`config.mk`:
```
export PLATFORM = sky130hd
export DESIGN_NAME = equ_1_2
export DESIGN_NICKNAME = d
export VERILOG_FILES = /design/src/rtl/equ_1_2.sv
export SDC_FILE = /design/constraint.sdc
export NUM_CORES = 2
export LEC_CHECK = 0
export ABC_AREA = 0
export CAP_MARGIN = 40
export CORE_MARGIN = 4
export CORE_UTILIZATION = 50
export DETAILED_ROUTE_END_ITERATION = 16
export DONT_BUFFER_PORTS = 1
export PLACE_DENSITY = 0.68
export SYNTH_ARGS = -nofsm -noshare
export SYNTH_HDL_FRONTEND = slang
export SYNTH_SLANG_ARGS = --single-unit
```
`constraint.sdc`:
```
create_clock -name clk -period 5.6 [get_ports clk]
set_input_delay 0.28 -clock clk [delete_from_list [all_inputs] [get_ports clk]]
set_output_delay 0.28 -clock clk [all_outputs]
set_load 0.01 [all_outputs]
```
`src/rtl/equ_1_2.sv`:
```
// 5x5 patch row sums plus vertical absolute-difference gradient, two-stage pipeline with stall.
// Optional in_valid/out_valid tracking is enabled by defining EQU_1_2_VALID_EN.
module equ_1_2 #(
    parameter int PIXEL_W = 12
) (
    input  logic                 clk,
    input  logic                 rst,
    input  logic                 stall,
`ifdef EQU_1_2_VALID_EN
    input  logic                 in_valid,
    output logic                 out_valid,
`endif
    input  logic [PIXEL_W-1:0]   p_0_0, p_0_1, p_0_2, p_0_3, p_0_4,
    input  logic [PIXEL_W-1:0]   p_1_0, p_1_1, p_1_2, p_1_3, p_1_4,
    input  logic [PIXEL_W-1:0]   p_2_0, p_2_1, p_2_2, p_2_3, p_2_4,
    input  logic [PIXEL_W-1:0]   p_3_0, p_3_1, p_3_2, p_3_3, p_3_4,
    input  logic [PIXEL_W-1:0]   p_4_0, p_4_1, p_4_2, p_4_3, p_4_4,
    output logic [PIXEL_W+2:0]   r1_sum,
    output logic [PIXEL_W+2:0]   r2_sum,
    output logic [PIXEL_W+2:0]   r3_sum,
    output logic [PIXEL_W+2:0]   r4_sum,
    output logic [PIXEL_W+2:0]   r5_sum,
    output logic [PIXEL_W+4:0]   grad
);

    localparam int SUM_W  = PIXEL_W + 3;
    localparam int GRAD_W = PIXEL_W + 5;

    logic [PIXEL_W-1:0] w_pix      [5][5];
    logic [PIXEL_W-1:0] w_diff     [20];
    logic [SUM_W-1:0]   w_row_sum  [5];
    logic [GRAD_W-1:0]  w_grad_sum;
    logic               w_adv;

    logic [PIXEL_W-1:0] r_diff     [20];
    logic [SUM_W-1:0]   r_sum_s1   [5];
    logic [SUM_W-1:0]   r_sum_s2   [5];
    logic [GRAD_W-1:0]  r_grad;

    assign w_adv = ~stall;

    assign w_pix[0][0] = p_0_0; assign w_pix[0][1] = p_0_1; assign w_pix[0][2] = p_0_2;
    assign w_pix[0][3] = p_0_3; assign w_pix[0][4] = p_0_4;
    assign w_pix[1][0] = p_1_0; assign w_pix[1][1] = p_1_1; assign w_pix[1][2] = p_1_2;
    assign w_pix[1][3] = p_1_3; assign w_pix[1][4] = p_1_4;
    assign w_pix[2][0] = p_2_0; assign w_pix[2][1] = p_2_1; assign w_pix[2][2] = p_2_2;
    assign w_pix[2][3] = p_2_3; assign w_pix[2][4] = p_2_4;
    assign w_pix[3][0] = p_3_0; assign w_pix[3][1] = p_3_1; assign w_pix[3][2] = p_3_2;
    assign w_pix[3][3] = p_3_3; assign w_pix[3][4] = p_3_4;
    assign w_pix[4][0] = p_4_0; assign w_pix[4][1] = p_4_1; assign w_pix[4][2] = p_4_2;
    assign w_pix[4][3] = p_4_3; assign w_pix[4][4] = p_4_4;

    // Larger minus smaller keeps each difference unsigned at PIXEL_W bits.
    always_comb begin
        // NOTE: every always_comb output gets a default first so no path can infer a latch.
        for (int i = 0; i < 20; i++) w_diff[i] = '0;
        for (int r = 0; r < 5; r++) w_row_sum[r] = '0;
        for (int r = 0; r < 4; r++) begin
            for (int c = 0; c < 5; c++) begin
                w_diff[r*5+c] = (w_pix[r][c] >= w_pix[r+1][c]) ? (w_pix[r][c] - w_pix[r+1][c])
                                                                : (w_pix[r+1][c] - w_pix[r][c]);
            end
        end
        for (int r = 0; r < 5; r++) begin
            for (int c = 0; c < 5; c++) begin
                w_row_sum[r] = w_row_sum[r] + SUM_W'(w_pix[r][c]);
            end
        end
    end

    always_comb begin
        w_grad_sum = '0;
        for (int i = 0; i < 20; i++) w_grad_sum = w_grad_sum + GRAD_W'(r_diff[i]);
    end

    // NOTE: state uses non-blocking assignments so both stages sample pre-edge values.
    always_ff @(posedge clk or negedge rst) begin
        if (!rst) begin
            for (int i = 0; i < 20; i++) r_diff[i] <= '0;
            for (int r = 0; r < 5; r++) begin
                r_sum_s1[r] <= '0;
                r_sum_s2[r] <= '0;
            end
            r_grad <= '0;
        end else if (w_adv) begin
            for (int i = 0; i < 20; i++) r_diff[i] <= w_diff[i];
            for (int r = 0; r < 5; r++) begin
                r_sum_s1[r] <= w_row_sum[r];
                r_sum_s2[r] <= r_sum_s1[r];
            end
            r_grad <= w_grad_sum;
        end
    end

`ifdef EQU_1_2_VALID_EN
    logic r_vld_s1;
    logic r_vld_s2;

    always_ff @(posedge clk or negedge rst) begin
        if (!rst) begin
            r_vld_s1 <= 1'b0;
            r_vld_s2 <= 1'b0;
        end else if (w_adv) begin
            r_vld_s1 <= in_valid;
            r_vld_s2 <= r_vld_s1;
        end
    end

    assign out_valid = r_vld_s2;
`endif

    assign r1_sum = r_sum_s2[0];
    assign r2_sum = r_sum_s2[1];
    assign r3_sum = r_sum_s2[2];
    assign r4_sum = r_sum_s2[3];
    assign r5_sum = r_sum_s2[4];
    assign grad   = r_grad;

endmodule

```
==> impl_metrics.env <==
export IMPL_drive_above_1_share_pct=8.66
export IMPL_rsz0062_at_grt="true"
export IMPL_fin_worst_skew_ns=0.0344
export IMPL_tightest_slew_ns=3.11
export IMPL_synthAdderAreaFrac_pct=32.8
export IMPL_synth_ff_type="dfrtp_1"
export IMPL_synth_cells=5106
export IMPL_reg2reg_slack_ns=-0.48
export IMPL_ant_nets=0
export IMPL_syn_nets=6403
export IMPL_drc=0
export IMPL_fp_row_count=112
export IMPL_clock_sinks=407
export IMPL_synth_compound_area_share_pct=16.5
export IMPL_worstHoldPathType="in2async"
export IMPL_min_period_ns=6.08
export IMPL_use_met3_pct=11.4
export IMPL_syn2layout_area_growth_pct=13.9
export IMPL_routed_via_density=5.86
export IMPL_grt_antenna_before_repair=16
export IMPL_numCtsBuffers=52
export IMPL_drtIter0Drc=3493
export IMPL_finalWorstSetupSlack_ns=-0.477
export IMPL_reg2reg_depth=23
export IMPL_grt_ovfl_total=0
export IMPL_synth_edff_count=0
export IMPL_cp_arrival_ns=6.58
export IMPL_start_util_pct=50.7
export IMPL_violations="negative hold slack, max-slew violations, negative setup slack"
export IMPL_nets=6710
export IMPL_yosys_area_top_type_share_pct=21.4
export IMPL_yosysUniqueCellTypes=100
export IMPL_synth_xor_area_share_pct=4.52
export IMPL_crit_reg2reg_launch="r_diff[182]"
export IMPL_grt_pass1_vias=39200
export IMPL_synth_simple_gate_area_share_pct=10.1
export IMPL_clockBufferDepth=3
export IMPL_place_congestion=1.02
export IMPL_drv_cap=0
export IMPL_top_usage_layer="met2"
export IMPL_clk_latency_ns=0.65
export IMPL_routed_wl_um=179000
export IMPL_die_x_um=317
export IMPL_grt_total_usage_pct=35.4
export IMPL_worstPathMaxFanout=2
export IMPL_ys_ff_latch=407
export IMPL_synth_area_leaders="dfrtp_1, fa_1, ha_1"
export IMPL_setup_violations=10
export IMPL_synth_area_sq_um=47600
export IMPL_cts_hold_buffers=301
export IMPL_wire_per_inst_um=26.6
export IMPL_cts_tree="built"
export IMPL_coreArea_sq_um=93900
export IMPL_io_pins=395
export IMPL_post_dp_hpwl_um=144000
export IMPL_status="finished, violations left"
export IMPL_htree_levels=2
export IMPL_dieArea_sq_um=100000
export IMPL_cp_required_ns=6.10
export IMPL_rr_endpoint="grad[13]"
export IMPL_slew_violations=295
export IMPL_critPathKind="reg2reg"
export IMPL_yosysTopAreaCell="dfrtp_1"
export IMPL_path_clk_slew_ns=0.06
export IMPL_port_buffers=0
export IMPL_synth_top_family_by_area="adder cells"
export IMPL_yosysWarnings=0
export IMPL_holdWs_ns=-0.570
export IMPL_muxShareOfSynthArea_pct=7.16
export IMPL_slew_headroom_pct=-108
export IMPL_critPathCaptureType="register"
export IMPL_min_period_over_period_pct=109
export IMPL_startpoint_type="register"
export IMPL_drtPass1Iterations=5
export IMPL_use_met1_pct=46.2
export IMPL_fmax_ghz=0.165
export IMPL_die_h_um=317
export IMPL_syn_area_per_cell_sq_um=9.33
export IMPL_hold_violations=295
export IMPL_grt_pass1_wl_um=259000
export IMPL_vias=39300
export IMPL_root_buffer="clkbuf_16"
export IMPL_grt_max_degree=507
export IMPL_grt_use_met2_pct=54.1
export IMPL_async_flop_share_pct=100
export IMPL_ys_seq_area_share_pct=21.4
==> worst max-delay path, stage by stage (launching register included) <==
cell	delay [ns]
dfrtp_1	0.34
inv_2	0.05
fa_1	0.54
inv_2	0.04
fa_1	0.47
inv_1	0.05
fa_1	0.46
fa_1	0.53
inv_2	0.04
fa_1	0.53
inv_1	0.05
fa_1	0.45
fa_1	0.51
inv_2	0.06
fa_2	0.33
a21o_1	0.18
a21oi_2	0.15
o21bai_2	0.10
a211oi_2	0.25
nor4_2	0.07
or3_1	0.36
a21oi_2	0.14
xor2_1	0.15
o21ai_1	0.07
==> cell usage after synthesis, types with 46 or more instances <==
cell,instances
xor2_1,117
a21o_1,85
mux2i_1,125
nand2_1,322
a21oi_1,320
clkbuf_1,88
dfrtp_1,407
nor2_1,197
ha_1,569
xnor2_1,129
mux2_2,188
nor3_1,81
nand2b_1,54
o21a_1,59
o21ai_1,102
fa_1,425
nor2b_1,103
inv_1,769
o21ai_0,281
a31oi_1,46
==> state kept, by name, indices dropped and copies added, names as in the netlist <==
signal / count
r_diff: 240
r5_sum: 15
r3_sum: 15
grad: 17
r4_sum: 15
r2_sum: 15
r1_sum: 15
r_sum_s1: 75
==> logic make-up (layout without fill, tap and decap cells) <==
family                     after synthesis  in the layout
DFF                                    407            407
buffers and inverters                  921           1268
AOI/OAI and AO/OA                     1237           1237
muxes                                  317            317
other                                    0              8
adders and majority gates              994            994
and+or+nand+nor                        984            984
xor gates and xnor gates               246            246
==> placed cells by master, fill, tap and decap left out, types with 107 or more instances in the layout <==
master,instances
fa_1,424
mux2_2,188
nand2_1,322
a21oi_1,311
dlygate4sd3_1,299
mux2i_1,125
dfrtp_1,407
ha_1,566
o21ai_0,276
o21ai_1,107
nor2_1,196
xor2_1,117
xnor2_1,127
inv_1,764
==> worst max-delay path by stage <==
stage | start | cells past startpoint | to
after floorplan | r_diff[182] | 23 | grad[13]
after global placement | r_diff[182] | 23 | grad[13]
after detailed placement | r_diff[183] | 24 | grad[15]
after CTS | r_diff[183] | 24 | grad[15]
after global routing | r_diff[182] | 23 | grad[13]
final | r_diff[182] | 23 | grad[13]
==> repair_timing <==
item / CTS / global route
hold endpoints to repair: 731 / 407
setup endpoints to repair: 8 / 13
buffers inserted: 13 / 2
gates resized for setup: 9 / 19
pin swaps: 9 / 13
==> metal layers <==
layer	up-vias	share of wire [%]	routed length (um)
li1	17900	-	-
met1	19200	39	70500
met2	1737	44	78600
met3	418	11	19800
met4	12	5.4	9660
met5	-	0.048	86
==> area by class of cell <==
class,instances,area (sq um)
Fill cell,8402,39600
Multi-Input combinational cell,3778,34000
Sequential cell,407,10200
Timing Repair Buffer,405,3860
Inverter,769,2890
Tap cell,1254,1570
Clock buffer,66,1460
Clock inverter,28,340
Antenna cell,8,20.0
==> through the flow <==
step | utilization, % | setup slack, ns | area, sq um | instances | TNS, ns
2_1_floorplan | - | -0.320 | 47700 | 5106 | -0.948
3_3_place_gp | 52.4 | -0.456 | 49200 | 6295 | -2.37
5_1_grt | 57.8 | -0.738 | 54300 | 6708 | -6.50
6_report | 57.8 | -0.477 | 54300 | 6715 | -3.53
3_5_place_dp | 52.4 | -0.503 | 49200 | 6298 | -2.62
4_1_cts | 57.7 | -0.528 | 54200 | 6706 | -3.34
Power is left out: the tool's default activity adds up to more than one toggle a clock period on the data nets, which glitch-free logic cannot reach.
